--- src/rtl/vai_tx_audit_if.sv ---
// ---------------------------------------------------------------------------
// vai_tx_audit_if
//
// Purpose: Tx bundle carried between a sub-AFU and the Tx mux. Holds the c0
// read request channel, the c1 write request channel (with its cache-line
// data) and the c2 MMIO read response channel.
//
// Handshake: every channel is a valid-only qualifier. There is no ready or
// backpressure on this bundle; a producer asserts <ch>_valid for exactly the
// cycles that carry a request, and the consumer must accept it in that cycle.
// Almost-full throttling is done further upstream.
//
// Modports:
//   master : drives all fields (the audited output side of the auditor).
//   slave  : samples all fields (the sub-AFU-facing input side).
// ---------------------------------------------------------------------------
interface vai_tx_audit_if;
    // c0: read request
    logic         c0_valid;
    logic [41:0]  c0_address;
    logic [15:0]  c0_mdata;
    logic [3:0]   c0_req_type;
    logic [1:0]   c0_cl_len;

    // c1: write request
    logic         c1_valid;
    logic [41:0]  c1_address;
    logic [15:0]  c1_mdata;
    logic [3:0]   c1_req_type;
    logic [1:0]   c1_cl_len;
    logic [511:0] c1_data;

    // c2: MMIO read response
    logic         c2_mmio_rd_valid;
    logic [8:0]   c2_tid;
    logic [63:0]  c2_data;

    modport master (
        output c0_valid, c0_address, c0_mdata, c0_req_type, c0_cl_len,
        output c1_valid, c1_address, c1_mdata, c1_req_type, c1_cl_len, c1_data,
        output c2_mmio_rd_valid, c2_tid, c2_data
    );

    modport slave (
        input c0_valid, c0_address, c0_mdata, c0_req_type, c0_cl_len,
        input c1_valid, c1_address, c1_mdata, c1_req_type, c1_cl_len, c1_data,
        input c2_mmio_rd_valid, c2_tid, c2_data
    );
endinterface

--- src/rtl/vai_tx_audit.sv ---
// ---------------------------------------------------------------------------
// vai_tx_audit
//
// Purpose: per-sub-AFU Tx auditor. Relocates c0/c1 request addresses by the
// sub-AFU's programmed offset (modulo 2^42), tags mdata[15:16-VMID_WIDTH]
// with the sub-AFU's VMID, drops c0/c1 traffic while the sub-AFU is held in
// soft reset and counts the dropped requests. c2 MMIO read responses pass
// through untouched and are never dropped. Fixed 2-cycle latency on every
// channel (T1 = input capture, T2 = computed output register).
//
// Optional feature macro: VAI_TX_AUDIT_BOUNDS_EN
//   defined   : requests with guest address >= limit[41:0] are dropped and
//               counted in viol_cnt (limit = 0 disables the check).
//   undefined : no comparator, limit is ignored, viol_cnt is constant 0.
//
// Ports:
//   Clk        in   single clock
//   Resetb     in   synchronous active-low reset
//   offset     in   address offset, bits [41:0] used
//   soft_reset in   high = sub-AFU held, c0/c1 dropped
//   limit      in   guest address limit (bounds feature only)
//   in_tx      slave  Tx from the sub-AFU
//   out_tx     master audited Tx towards the mux
//   drop_cnt   out  saturating count of requests dropped under soft_reset
//   viol_cnt   out  saturating count of bounds violations
// ---------------------------------------------------------------------------
module vai_tx_audit #(
    parameter int VMID       = 0,
    parameter int VMID_WIDTH = 3,
    parameter int CNT_WIDTH  = 32
) (
    input  logic                 Clk,
    input  logic                 Resetb,
    input  logic [63:0]          offset,
    input  logic                 soft_reset,
    input  logic [63:0]          limit,
    vai_tx_audit_if.slave        in_tx,
    vai_tx_audit_if.master       out_tx,
    output logic [CNT_WIDTH-1:0] drop_cnt,
    output logic [CNT_WIDTH-1:0] viol_cnt
);
    localparam int AW = 42;
    localparam logic [VMID_WIDTH-1:0] VMID_TAG = VMID_WIDTH'(VMID);

    // ---------------- T1: input capture ----------------
    logic           t1_c0_valid, t1_c1_valid, t1_c2_valid, t1_soft_reset;
    logic [AW-1:0]  t1_offset;
    logic [AW-1:0]  t1_c0_address, t1_c1_address;
    logic [15:0]    t1_c0_mdata, t1_c1_mdata;
    logic [3:0]     t1_c0_req_type, t1_c1_req_type;
    logic [1:0]     t1_c0_cl_len, t1_c1_cl_len;
    logic [511:0]   t1_c1_data;
    logic [8:0]     t1_c2_tid;
    logic [63:0]    t1_c2_data;

    always_ff @(posedge Clk) begin
        if (!Resetb) begin
            t1_c0_valid   <= 1'b0;
            t1_c1_valid   <= 1'b0;
            t1_c2_valid   <= 1'b0;
            t1_soft_reset <= 1'b0;
        end else begin
            t1_c0_valid   <= in_tx.c0_valid;
            t1_c1_valid   <= in_tx.c1_valid;
            t1_c2_valid   <= in_tx.c2_mmio_rd_valid;
            t1_soft_reset <= soft_reset;
        end
    end

    // Offset is captured alongside the request so a mid-stream offset write
    // only affects requests that enter T1 after it becomes visible.
    always_ff @(posedge Clk) begin
        t1_offset      <= offset[AW-1:0];
        t1_c0_address  <= in_tx.c0_address;
        t1_c0_mdata    <= in_tx.c0_mdata;
        t1_c0_req_type <= in_tx.c0_req_type;
        t1_c0_cl_len   <= in_tx.c0_cl_len;
        t1_c1_address  <= in_tx.c1_address;
        t1_c1_mdata    <= in_tx.c1_mdata;
        t1_c1_req_type <= in_tx.c1_req_type;
        t1_c1_cl_len   <= in_tx.c1_cl_len;
        t1_c1_data     <= in_tx.c1_data;
        t1_c2_tid      <= in_tx.c2_tid;
        t1_c2_data     <= in_tx.c2_data;
    end

`ifdef VAI_TX_AUDIT_BOUNDS_EN
    // Violation flags are resolved at T1 against the guest (pre-offset)
    // address; a zero limit switches the check off.
    logic t1_c0_viol, t1_c1_viol;
    logic limit_en;
    assign limit_en = (limit[AW-1:0] != '0);

    always_ff @(posedge Clk) begin
        if (!Resetb) begin
            t1_c0_viol <= 1'b0;
            t1_c1_viol <= 1'b0;
        end else begin
            t1_c0_viol <= in_tx.c0_valid && limit_en && (in_tx.c0_address >= limit[AW-1:0]);
            t1_c1_viol <= in_tx.c1_valid && limit_en && (in_tx.c1_address >= limit[AW-1:0]);
        end
    end
`endif

    // ---------------- T2: decision and output register ----------------
    logic c0_emit, c1_emit, c0_drop, c1_drop;

    // soft_reset takes priority: a request that is also out of bounds is
    // counted only as a drop.
    assign c0_drop = t1_c0_valid && t1_soft_reset;
    assign c1_drop = t1_c1_valid && t1_soft_reset;
`ifdef VAI_TX_AUDIT_BOUNDS_EN
    logic c0_viol_hit, c1_viol_hit;
    assign c0_viol_hit = t1_c0_valid && !t1_soft_reset && t1_c0_viol;
    assign c1_viol_hit = t1_c1_valid && !t1_soft_reset && t1_c1_viol;
    assign c0_emit     = t1_c0_valid && !t1_soft_reset && !t1_c0_viol;
    assign c1_emit     = t1_c1_valid && !t1_soft_reset && !t1_c1_viol;
`else
    assign c0_emit     = t1_c0_valid && !t1_soft_reset;
    assign c1_emit     = t1_c1_valid && !t1_soft_reset;
`endif

    logic           t2_c0_valid, t2_c1_valid, t2_c2_valid;
    logic [AW-1:0]  t2_c0_address, t2_c1_address;
    logic [15:0]    t2_c0_mdata, t2_c1_mdata;
    logic [3:0]     t2_c0_req_type, t2_c1_req_type;
    logic [1:0]     t2_c0_cl_len, t2_c1_cl_len;
    logic [511:0]   t2_c1_data;
    logic [8:0]     t2_c2_tid;
    logic [63:0]    t2_c2_data;

    always_ff @(posedge Clk) begin
        if (!Resetb) begin
            t2_c0_valid <= 1'b0;
            t2_c1_valid <= 1'b0;
            t2_c2_valid <= 1'b0;
        end else begin
            t2_c0_valid <= c0_emit;
            t2_c1_valid <= c1_emit;
            t2_c2_valid <= t1_c2_valid;
        end
    end

    // 42-bit add drops the carry, giving the silent modulo-2^42 wrap.
    always_ff @(posedge Clk) begin
        t2_c0_address  <= t1_c0_address + t1_offset;
        t2_c1_address  <= t1_c1_address + t1_offset;
        t2_c0_mdata    <= {VMID_TAG, t1_c0_mdata[15-VMID_WIDTH:0]};
        t2_c1_mdata    <= {VMID_TAG, t1_c1_mdata[15-VMID_WIDTH:0]};
        t2_c0_req_type <= t1_c0_req_type;
        t2_c1_req_type <= t1_c1_req_type;
        t2_c0_cl_len   <= t1_c0_cl_len;
        t2_c1_cl_len   <= t1_c1_cl_len;
        t2_c1_data     <= t1_c1_data;
        t2_c2_tid      <= t1_c2_tid;
        t2_c2_data     <= t1_c2_data;
    end

    assign out_tx.c0_valid         = t2_c0_valid;
    assign out_tx.c0_address       = t2_c0_address;
    assign out_tx.c0_mdata         = t2_c0_mdata;
    assign out_tx.c0_req_type      = t2_c0_req_type;
    assign out_tx.c0_cl_len        = t2_c0_cl_len;
    assign out_tx.c1_valid         = t2_c1_valid;
    assign out_tx.c1_address       = t2_c1_address;
    assign out_tx.c1_mdata         = t2_c1_mdata;
    assign out_tx.c1_req_type      = t2_c1_req_type;
    assign out_tx.c1_cl_len        = t2_c1_cl_len;
    assign out_tx.c1_data          = t2_c1_data;
    assign out_tx.c2_mmio_rd_valid = t2_c2_valid;
    assign out_tx.c2_tid           = t2_c2_tid;
    assign out_tx.c2_data          = t2_c2_data;

    // ---------------- Counters ----------------
    // One extra bit on the sum catches overflow; on overflow the counter
    // pins at all-ones rather than wrapping.
    logic [CNT_WIDTH-1:0] drop_q;
    logic [CNT_WIDTH:0]   drop_sum;

    assign drop_sum = {1'b0, drop_q} + (CNT_WIDTH+1)'(c0_drop) + (CNT_WIDTH+1)'(c1_drop);

    always_ff @(posedge Clk) begin
        if (!Resetb) begin
            drop_q <= '0;
        end else if (drop_sum[CNT_WIDTH]) begin
            drop_q <= '1;
        end else begin
            drop_q <= drop_sum[CNT_WIDTH-1:0];
        end
    end

    assign drop_cnt = drop_q;

`ifdef VAI_TX_AUDIT_BOUNDS_EN
    logic [CNT_WIDTH-1:0] viol_q;
    logic [CNT_WIDTH:0]   viol_sum;

    assign viol_sum = {1'b0, viol_q} + (CNT_WIDTH+1)'(c0_viol_hit) + (CNT_WIDTH+1)'(c1_viol_hit);

    always_ff @(posedge Clk) begin
        if (!Resetb) begin
            viol_q <= '0;
        end else if (viol_sum[CNT_WIDTH]) begin
            viol_q <= '1;
        end else begin
            viol_q <= viol_sum[CNT_WIDTH-1:0];
        end
    end

    assign viol_cnt = viol_q;

    logic unused_ok;
    assign unused_ok = ^{offset[63:AW], limit[63:AW]};
`else
    assign viol_cnt = '0;

    logic unused_ok;
    assign unused_ok = ^{offset[63:AW], limit};
`endif

endmodule
--- src/flat_wrapper.sv ---
// flat-port wrapper written by rule: the top's interface ports become plain ports
module vai_tx_audit_flat 
#(
    parameter int VMID       = 0,
    parameter int VMID_WIDTH = 3,
    parameter int CNT_WIDTH  = 32
)
  (Clk, Resetb, offset, soft_reset, limit, drop_cnt, viol_cnt, in_tx_c0_valid, in_tx_c0_address, in_tx_c0_mdata, in_tx_c0_req_type, in_tx_c0_cl_len, in_tx_c1_valid, in_tx_c1_address, in_tx_c1_mdata, in_tx_c1_req_type, in_tx_c1_cl_len, in_tx_c1_data, in_tx_c2_mmio_rd_valid, in_tx_c2_tid, in_tx_c2_data, out_tx_c0_valid, out_tx_c0_address, out_tx_c0_mdata, out_tx_c0_req_type, out_tx_c0_cl_len, out_tx_c1_valid, out_tx_c1_address, out_tx_c1_mdata, out_tx_c1_req_type, out_tx_c1_cl_len, out_tx_c1_data, out_tx_c2_mmio_rd_valid, out_tx_c2_tid, out_tx_c2_data);
  vai_tx_audit_if in_tx_i ();
  vai_tx_audit_if out_tx_i ();
  input  logic Clk;
  input  logic Resetb;
  input  logic [63:0] offset;
  input  logic soft_reset;
  input  logic [63:0] limit;
  output logic [CNT_WIDTH-1:0] drop_cnt;
  output logic [CNT_WIDTH-1:0] viol_cnt;
  input wire logic [$bits(in_tx_i.c0_valid)-1:0] in_tx_c0_valid;
  input wire logic [$bits(in_tx_i.c0_address)-1:0] in_tx_c0_address;
  input wire logic [$bits(in_tx_i.c0_mdata)-1:0] in_tx_c0_mdata;
  input wire logic [$bits(in_tx_i.c0_req_type)-1:0] in_tx_c0_req_type;
  input wire logic [$bits(in_tx_i.c0_cl_len)-1:0] in_tx_c0_cl_len;
  input wire logic [$bits(in_tx_i.c1_valid)-1:0] in_tx_c1_valid;
  input wire logic [$bits(in_tx_i.c1_address)-1:0] in_tx_c1_address;
  input wire logic [$bits(in_tx_i.c1_mdata)-1:0] in_tx_c1_mdata;
  input wire logic [$bits(in_tx_i.c1_req_type)-1:0] in_tx_c1_req_type;
  input wire logic [$bits(in_tx_i.c1_cl_len)-1:0] in_tx_c1_cl_len;
  input wire logic [$bits(in_tx_i.c1_data)-1:0] in_tx_c1_data;
  input wire logic [$bits(in_tx_i.c2_mmio_rd_valid)-1:0] in_tx_c2_mmio_rd_valid;
  input wire logic [$bits(in_tx_i.c2_tid)-1:0] in_tx_c2_tid;
  input wire logic [$bits(in_tx_i.c2_data)-1:0] in_tx_c2_data;
  output wire logic [$bits(out_tx_i.c0_valid)-1:0] out_tx_c0_valid;
  output wire logic [$bits(out_tx_i.c0_address)-1:0] out_tx_c0_address;
  output wire logic [$bits(out_tx_i.c0_mdata)-1:0] out_tx_c0_mdata;
  output wire logic [$bits(out_tx_i.c0_req_type)-1:0] out_tx_c0_req_type;
  output wire logic [$bits(out_tx_i.c0_cl_len)-1:0] out_tx_c0_cl_len;
  output wire logic [$bits(out_tx_i.c1_valid)-1:0] out_tx_c1_valid;
  output wire logic [$bits(out_tx_i.c1_address)-1:0] out_tx_c1_address;
  output wire logic [$bits(out_tx_i.c1_mdata)-1:0] out_tx_c1_mdata;
  output wire logic [$bits(out_tx_i.c1_req_type)-1:0] out_tx_c1_req_type;
  output wire logic [$bits(out_tx_i.c1_cl_len)-1:0] out_tx_c1_cl_len;
  output wire logic [$bits(out_tx_i.c1_data)-1:0] out_tx_c1_data;
  output wire logic [$bits(out_tx_i.c2_mmio_rd_valid)-1:0] out_tx_c2_mmio_rd_valid;
  output wire logic [$bits(out_tx_i.c2_tid)-1:0] out_tx_c2_tid;
  output wire logic [$bits(out_tx_i.c2_data)-1:0] out_tx_c2_data;
  assign in_tx_i.c0_valid = in_tx_c0_valid;
  assign in_tx_i.c0_address = in_tx_c0_address;
  assign in_tx_i.c0_mdata = in_tx_c0_mdata;
  assign in_tx_i.c0_req_type = in_tx_c0_req_type;
  assign in_tx_i.c0_cl_len = in_tx_c0_cl_len;
  assign in_tx_i.c1_valid = in_tx_c1_valid;
  assign in_tx_i.c1_address = in_tx_c1_address;
  assign in_tx_i.c1_mdata = in_tx_c1_mdata;
  assign in_tx_i.c1_req_type = in_tx_c1_req_type;
  assign in_tx_i.c1_cl_len = in_tx_c1_cl_len;
  assign in_tx_i.c1_data = in_tx_c1_data;
  assign in_tx_i.c2_mmio_rd_valid = in_tx_c2_mmio_rd_valid;
  assign in_tx_i.c2_tid = in_tx_c2_tid;
  assign in_tx_i.c2_data = in_tx_c2_data;
  assign out_tx_c0_valid = out_tx_i.c0_valid;
  assign out_tx_c0_address = out_tx_i.c0_address;
  assign out_tx_c0_mdata = out_tx_i.c0_mdata;
  assign out_tx_c0_req_type = out_tx_i.c0_req_type;
  assign out_tx_c0_cl_len = out_tx_i.c0_cl_len;
  assign out_tx_c1_valid = out_tx_i.c1_valid;
  assign out_tx_c1_address = out_tx_i.c1_address;
  assign out_tx_c1_mdata = out_tx_i.c1_mdata;
  assign out_tx_c1_req_type = out_tx_i.c1_req_type;
  assign out_tx_c1_cl_len = out_tx_i.c1_cl_len;
  assign out_tx_c1_data = out_tx_i.c1_data;
  assign out_tx_c2_mmio_rd_valid = out_tx_i.c2_mmio_rd_valid;
  assign out_tx_c2_tid = out_tx_i.c2_tid;
  assign out_tx_c2_data = out_tx_i.c2_data;
  vai_tx_audit #(.VMID(VMID), .VMID_WIDTH(VMID_WIDTH), .CNT_WIDTH(CNT_WIDTH)) u_core (.Clk(Clk), .Resetb(Resetb), .offset(offset), .soft_reset(soft_reset), .limit(limit), .in_tx(in_tx_i), .out_tx(out_tx_i), .drop_cnt(drop_cnt), .viol_cnt(viol_cnt));
endmodule
--- config.mk ---
export PLATFORM = sky130hd
export DESIGN_NAME = vai_tx_audit_flat
export DESIGN_NICKNAME = d
export VERILOG_FILES = /design/src/rtl/vai_tx_audit_if.sv /design/src/rtl/vai_tx_audit.sv /design/src/flat_wrapper.sv
export SDC_FILE = /design/constraint.sdc
export NUM_CORES = 1
export LEC_CHECK = 0
export ABC_AREA = 0
export CAP_MARGIN = 30
export CORE_AREA = 2 2 636 638
export CTS_CLUSTER_SIZE = 30
export DETAILED_ROUTE_END_ITERATION = 8
export DIE_AREA = 0 0 638 640
export PLACE_DENSITY = 0.34
export SLEW_MARGIN = 20
export SYNTH_ARGS = -nofsm -noshare
export SYNTH_HDL_FRONTEND = slang
export SYNTH_SLANG_ARGS = --single-unit
export TNS_END_PERCENT = 5
--- constraint.sdc ---
create_clock -name Clk -period 7.9 [get_ports Clk]
set_input_delay 2.37 -clock Clk [delete_from_list [all_inputs] [get_ports Clk]]
set_output_delay 2.37 -clock Clk [all_outputs]
set_load 0.02 [all_outputs]
# Word level (Yosys, flattened, before mapping)

Index checks and enable logic that the tools add are counted.
W data, S select, Z words.

Bits in registers: 1495
Output and inout port bits: 780
Input port bits: 847
Logic and storage cells: 41

Mux-type cells: 1
Reduce and logical (&&, ||, !) cells: 5
Add/subtract/negate cells: 4

Operators with widths:

| kind                | number |
|---|---|
| $add A42 B42 Y42    | 2 |
| $add A32 B1 Y33     | 1 |
| $add A33 B1 Y33     | 1 |
| $mux W32            | 1 |
| $logic_and A1 B1 Y1 | 4 |
| $logic_not A1 Y1    | 1 |

# Depth between registers and ports, before layout

Gate-level depths: netlist of run 1.

Word-level depth: 4
Mapped depth: 12
Mapped depth without buffers: 12

# Least setup slack after synthesis of run 1

No wires, ideal clock.

Path kind: input-to-reg
Start: input port Resetb
End: register u_core.drop_q[24] (netlist: u_core.drop_cnt[24])
Arrival: 2790 ps
Buffers on the path: 1
Setup time: 138 ps
Required time: 7762 ps
Slack: 4973 ps
Cell stages on the path: 3
Cells stage by stage: inv_1 > clkbuf_1 > a211oi_1

RTL lines:

| element                | RTL line            | source |
|---|---|---|
| start: declaration     | flat_wrapper.sv:12  | `input logic Resetb;` |
| end signal: assignment | vai_tx_audit.sv:188 | `drop_q <= drop_sum[CNT_WIDTH-1:0];` |
| end: declaration       | vai_tx_audit.sv:177 | `logic [CNT_WIDTH-1:0] drop_q;` |

No word-level cell between the ends.

# Final worst setup path of run 1

Start: register u_core.t2_c1_data[367] (netlist: u_core.out_tx.c1_data[367])
End: output port out_tx_c1_data[367]

RTL lines:

| element                  | RTL line            | source |
|---|---|---|
| start: declaration       | vai_tx_audit.sv:128 | `logic [511:0] t2_c1_data;` |
| start signal: assignment | vai_tx_audit.sv:154 | `t2_c1_data <= t1_c1_data;` |
| end: declaration         | flat_wrapper.sv:42  | `output wire logic [$bits(out_tx_i.c1_data)-1:0] out_tx_c1_data;` |

No word-level cell between the ends.

==> metrics, run 1 <==
cell taking the most area after synthesis dfxtp_1; DR pass1 iterations 5; post-synthesis mux area share 0.05618%; area occupied by multi-input gates 5375 um2; maximum fanout along the worst path 1; Levels on crit path 1; CTS Buf Count approximately 190; Cell Chain, Critical Path clkdlybuf4s50_1; Syn Inst Count ~2,300; largest family of logic cells by synthesized area compound AO/OA/AOI/OAI gates; clock tree root driver cell clkbuf_16; number of gates resized after cts 0; Die Width between 600 and 700 um; top cells by area, synth dfxtp_1, ha_1, a21oi_1; power per cell area 307.5 nW/um2; Worst slew margin around 47%; WS Path Type reg2out; CP peak stage delay 890 ps; DR vias/cell 2.586; Main synth FF type dfxtp_1; top cells by count, synth dfxtp_1, a21oi_1, ha_1, nand2_1, nor2_1; Std-Cell Rows 233; Max-cap violations 0; # setup viols final 0; EDFF count, synth 0; DP Worst Slack 3990 ps; gr usage total under 10%; GRT met2 Usage 18.89%; FF+latch count, synth 1,495; Cells after DPL 9,089; htree depth 4; RSZ-0062 raised after global routing no; Hold Violations, Final 0; core box area 401,400 um2; post-synthesis simple-gate area fraction 3.466%; Worst R2R Path Depth 13; Synth Area in Compound Gates 5.527%; vias in the first global route 25,290; R2R Setup Slk about 4400 ps; final worst path period share 56.79%; Min-Delay Path Depth 0; final slew viol count 0; Syn Area/Cell approximately 15 um2; CTS tree built; Clock transition at path regs 60 ps; Nets 4,930; Max VDD drop 154.9 uV; post-DP HPWL 181,700 um; Seq/Total Area, Yosys a little over four fifths; filler cell count 44,250; Mapped Area 35,630 um2; clock skew 38.67 ps; final WL 213,100 um; GRT Max-Usage Layer met2; largest net degree at the start of global routing 20; top-area cell type share of the netlist area 83.99%; grt met1 use between 9 and 10%; status completed; DR vias around 25,000; register area 29,930 um2; First DRT Iteration DRCs ~850; crit-path leading delay family buffers and inverters; worst min path class reg2reg; initial antenna violation count 255; clk_lat worst skew 890 ps; first-pass GRT wire length 264,800 um; count leader, synth dfxtp_1; hold_buf cts 0; final worst slack 3414 ps; utilization after layout 15.95%; yosys warns 0; CP Buf/Inv Count 1; Ports roughly 1,600; Fmax 0.2229 GHz; crit path capture type output pin; Post-DRT Antenna Nets 0; Worst EP required ~5500 ps; LEAKAGE approximately 24 nW; Synth Area in Adders 3.083%; slowest cell on the critical path clkdlybuf4s50_1; Die Ht 640 um; GRT met3 Usage approximately 4.6%; routed len/inst around 22 um; setup TNS 0 ps; Setup Fix Bufs, Post-CTS 0; total grt overflow 0; Clock Tree Buf Depth 4; fraction of layout cells with a size suffix above 1 8.778%; Post-synth ARST share 0%; CP startpoint kind register; die area 408,300 um2; gpl congestion about 0.83; WP data arrival 2120 ps; Final min period 4486 ps; Synth-to-Final Area Change 79.65%; Netlist cell types 72; Initial Utilization 8.876%; actual slew at the worst max-slew pin 787.3 ps; xor/xnor share of the synthesized area between 2 and 2.5%; non-filler cells, final 9,484; port buffer count 1,496; DRC 0; TritonCTS Sinks 1,495
per-stage QoR:
stage               hold slack, ps  cell area [um2]  power [mW]
finish                       290.7            64010       19.68
global route                 298.5            63930       20.59
CTS                          273.1            63920       20.25
detailed placement           312.1            57010       10.35
global placement             309.5            56980       10.36
floorplan                    309.6            35770       8.983
cell families (layout without fill, tap and decap cells):
| logic type | Yosys count | count (layout) |
|---|---|---|
| AO/OA/AOI/OAI | 309 | 309 |
| adder cells (fa/ha/maj) | 86 | 86 |
| buffers and inverters | 93 | 1879 |
| flip-flops | 1495 | 1495 |
| XOR/XNOR | 100 | 100 |
| multiplexers | 2 | 2 |
| other | 1 | 77 |
| AND/OR/NAND/NOR | 249 | 249 |
final timing paths:
kind,start,to
setup / recovery,u_core.out_tx.c1_data[367],out_tx_c1_data[367]
hold / removal,u_core.t1_c1_data[221],u_core.out_tx.c1_data[221]
setup reg to reg,u_core.t1_offset[0],u_core.out_tx.c1_address[38]
hold reg to reg,u_core.t1_c1_data[221],u_core.out_tx.c1_data[221]
layout make-up:
| cell class | count | share of cell area, % |
|---|---|---|
| antenna | 39 | 0.1525 |
| clock buffer | 244 | 8.364 |
| clock inverter | 112 | 2.424 |
| inverter | 24 | 0.1407 |
| multi-input combinational | 784 | 8.397 |
| sequential | 1495 | 46.75 |
| tap | 5287 | 10.33 |
| timing repair buffer | 1499 | 23.44 |
report_power, final:
group          total, mW  internal [mW]  switching, mW
Combinational       1.90          0.924          0.980
Clock               9.57           5.80           3.76
Sequential          8.21           8.02          0.197
worst reg2reg max path: cells and delay by family, from the launching register on:
kind                       cells  cell delay [ps]
AOI/OAI and AO/OA              7             1750
DFF                            1              360
buffers and inverters          2              270
and+or+nand+nor                2              400
adders and majority gates      2              630
placed cells by master (no fill, tap or decap), drive strengths merged, types with 14 or more instances in the layout:
| cell | instances |
|---|---|
| conb | 38 |
| and3 | 19 |
| nor3 | 14 |
| a21oi | 120 |
| clkbuf | 244 |
| bufinv | 29 |
| nor2 | 56 |
| a21o | 51 |
| ha | 83 |
| and2 | 14 |
| nand2 | 66 |
| nand3 | 26 |
| xor2 | 47 |
| xnor2 | 53 |
| nand4 | 16 |
| o21ai | 53 |
| clkinv | 37 |
| diode | 39 |
| inv | 50 |
| o21a | 15 |
| clkinvlp | 20 |
| dfxtp | 1495 |
| clkdlybuf4s50 | 1492 |
registers in the layout, summed over array words and instances (netlist names), 4 cells and up:
name                       cells
u_core.out_tx.c2_tid           9
u_core.t1_c1_address          42
u_core.out_tx.c0_mdata        13
u_core.t1_c0_req_type          4
u_core.t1_c0_mdata            13
u_core.t1_c1_data            512
u_core.t1_c1_mdata            13
u_core.t1_c2_data             64
u_core.drop_cnt               32
u_core.out_tx.c1_mdata        13
u_core.t1_offset              42
u_core.t1_c0_address          42
u_core.out_tx.c1_address      42
u_core.out_tx.c0_address      42
u_core.t1_c2_tid               9
u_core.out_tx.c1_req_type      4
u_core.out_tx.c0_req_type      4
u_core.out_tx.c2_data         64
u_core.t1_c1_req_type          4
u_core.out_tx.c1_data        512
metal layers:
| metal | up-vias | wire, um |
|---|---|---|
| met5 | - | 691 |
| met4 | 108 | 5966 |
| met3 | 620 | 20620 |
| met2 | 1295 | 112900 |
| met1 | 11380 | 72920 |
| li1 | 11130 | - |
Power figures use the tool's default switching activity.
==> run 2: changes to the inputs <==
--- a/config.mk
+++ b/config.mk
@@ -7,11 +7,11 @@
 export LEC_CHECK = 0
 export ABC_AREA = 0
 export CAP_MARGIN = 30
-export CORE_AREA = 2 2 636 638
+export CORE_AREA = 2 2 628 630
 export CTS_CLUSTER_SIZE = 30
 export DETAILED_ROUTE_END_ITERATION = 8
-export DIE_AREA = 0 0 638 640
-export PLACE_DENSITY = 0.34
+export DIE_AREA = 0 0 630 632
+export PLACE_DENSITY = 0.35
 export SLEW_MARGIN = 20
 export SYNTH_ARGS = -nofsm -noshare
 export SYNTH_HDL_FRONTEND = slang
==> constraint.sdc (replaced) <==
create_clock -name Clk -period 4.35 [get_ports Clk]
set_input_delay 1.305 -clock Clk [delete_from_list [all_inputs] [get_ports Clk]]
set_output_delay 1.305 -clock Clk [all_outputs]
set_load 0.02 [all_outputs]
==> metrics, run 2 (synthesized netlist as in run 1, its figures left out) <==
Hold EP u_core.out_tx.c1_data[375]; fraction of layout cells with a size suffix above 1 8.560%; CTS Buf Count 193; number of gates resized after cts 0; DRC 0; DR vias between 20,000 and 25,000; hold_buf cts 0; Worst EP required 3040 ps; post-DP HPWL 194,500 um; FF-to-FF Start u_core.t1_soft_reset; Worst slew margin a little under half; worst min path class reg2reg; port buffer count 1,496; setup TNS 0 ps; initial antenna violation count 270; crit path capture type output pin; Fmax about 0.29 GHz; Min-Delay Path Depth 0; final worst path period share 80.32%; min-delay src u_core.t1_c1_data[375]; largest net degree at the start of global routing 33; # setup viols final 0; final instance area 63,790 um2; TritonCTS Sinks 1,495; filler cell count around 43,000; Post-DRT Antenna Nets 0; Placement Cell Area approximately 57,000 um2; commonest non-fill, non-tap cells in the layout dfxtp_1, clkdlybuf4s50_1, clkbuf_16; gpl congestion 0.8780; Max VDD drop 294.4 uV; final WL approximately 230,000 um; actual slew at the worst max-slew pin ~810 ps; Nets 4,936; crit-path leading delay family buffers and inverters; Die Width 630 um; vias in the first global route 25,740; Hold Violations, Final 0; Setup Fix Bufs, Post-CTS 0; Final min period 3494 ps; Clock transition at path regs 60 ps; power per cell area 555.8 nW/um2; WS Path Type reg2out; CP peak stage delay roughly 980 ps; Worst R2R Path Depth 10; core box area 391,400 um2; DR vias/cell approximately 2.6; LEAKAGE between 20 and 25 nW; die area 398,200 um2; CTS tree built; routed len/inst 23.99 um; Die Ht 632 um; status completed; htree depth 4; Synth-to-Final Area Change 79.02%; CP startpoint kind register; gr usage total between 10 and 15%; Cell Chain, Critical Path clkdlybuf4s50_1; clock skew 70.90 ps; Levels on crit path 1; Clock Tree Buf Depth 4; Std-Cell Rows 230; Fin Hold WS around 300 ps; WP data arrival 2190 ps; R2R Setup Slk approximately 930 ps; maximum fanout along the worst path 1; final slew viol count 0; total grt overflow 0; RSZ-0062 raised after global routing no; First DRT Iteration DRCs approximately 860; FF-to-FF End u_core.drop_cnt[1]; DR pass1 iterations 5; slowest cell on the critical path clkdlybuf4s50_1; clock tree root driver cell clkbuf_16; Ports 1,627; Max-cap violations 0; first-pass GRT wire length 280,000 um; CP Buf/Inv Count 1; clk_lat worst skew 910 ps; Initial Utilization 9.105%; commonest non-fill, non-tap cell in the layout dfxtp_1
==> run 2: changes by cell type in the layout (fill, tap and decap cells not counted), moves of 6 or more <==
cell | before | now
clkbuf_1 | 20 | 26
inv_6 | 20 | 8
buf_4 | 5 | 12
clkbuf_8 | 29 | 20
clkinv_2 | 29 | 42
==> run 2: worst max path at each step <==
stage                                 start                           end  slack [ps]
6_report       u_core.out_tx.c0_address[30]         out_tx_c0_address[30]         860
3_5_place_dp           u_core.t1_soft_reset           u_core.drop_cnt[16]         880
5_1_grt                u_core.t1_soft_reset           u_core.drop_cnt[25]         600
2_1_floorplan           u_core.t1_offset[0]  u_core.out_tx.c0_address[26]        1730
4_1_cts        u_core.out_tx.c0_address[30]         out_tx_c0_address[30]         520
3_3_place_gp            u_core.t1_offset[3]  u_core.out_tx.c0_address[33]         880
==> run 2: power by group <==
part	total [mW]	internal, mW	switching [mW]
Combinational	3.54	1.68	1.86
Sequential	14.9	14.6	0.317
Clock	17.0	10.3	6.71
==> run 2: cell type report <==
cell class	count	area (um2)	area share, %
flip-flops and latches	1495	29930	46.92
repair buffers	1505	15030	23.57
well taps	5220	6531	10.24
multi-input cells	784	5356	8.397
clock buffers	241	5253	8.234
clock inverters	110	1509	2.365
inverters	24	90.09	0.1412
diodes	35	87.58	0.1373
==> run 2: per-layer routing <==
layer	share of wire, %	global-route usage [%]
met1	33	10.27
met2	52	20.44
met3	11	5.582
met4	3.6	3.253
met5	0.28	0
==> run 2: metrics by stage <==
| step | total power, mW | utilization, % | instances | worst slack (ps) |
|---|---|---|---|---|
| floorplan | 16.31 | - | 2372 | 1729 |
| global placement | 18.86 | 14.55 | 9028 | 880.6 |
| detailed placement | 18.83 | 14.55 | 9028 | 876.3 |
| CTS | 36.41 | 16.28 | 9379 | 517.7 |
| global route | 37.05 | 16.28 | 9390 | 598.5 |
| finish | 35.46 | 16.30 | 9414 | 856.2 |
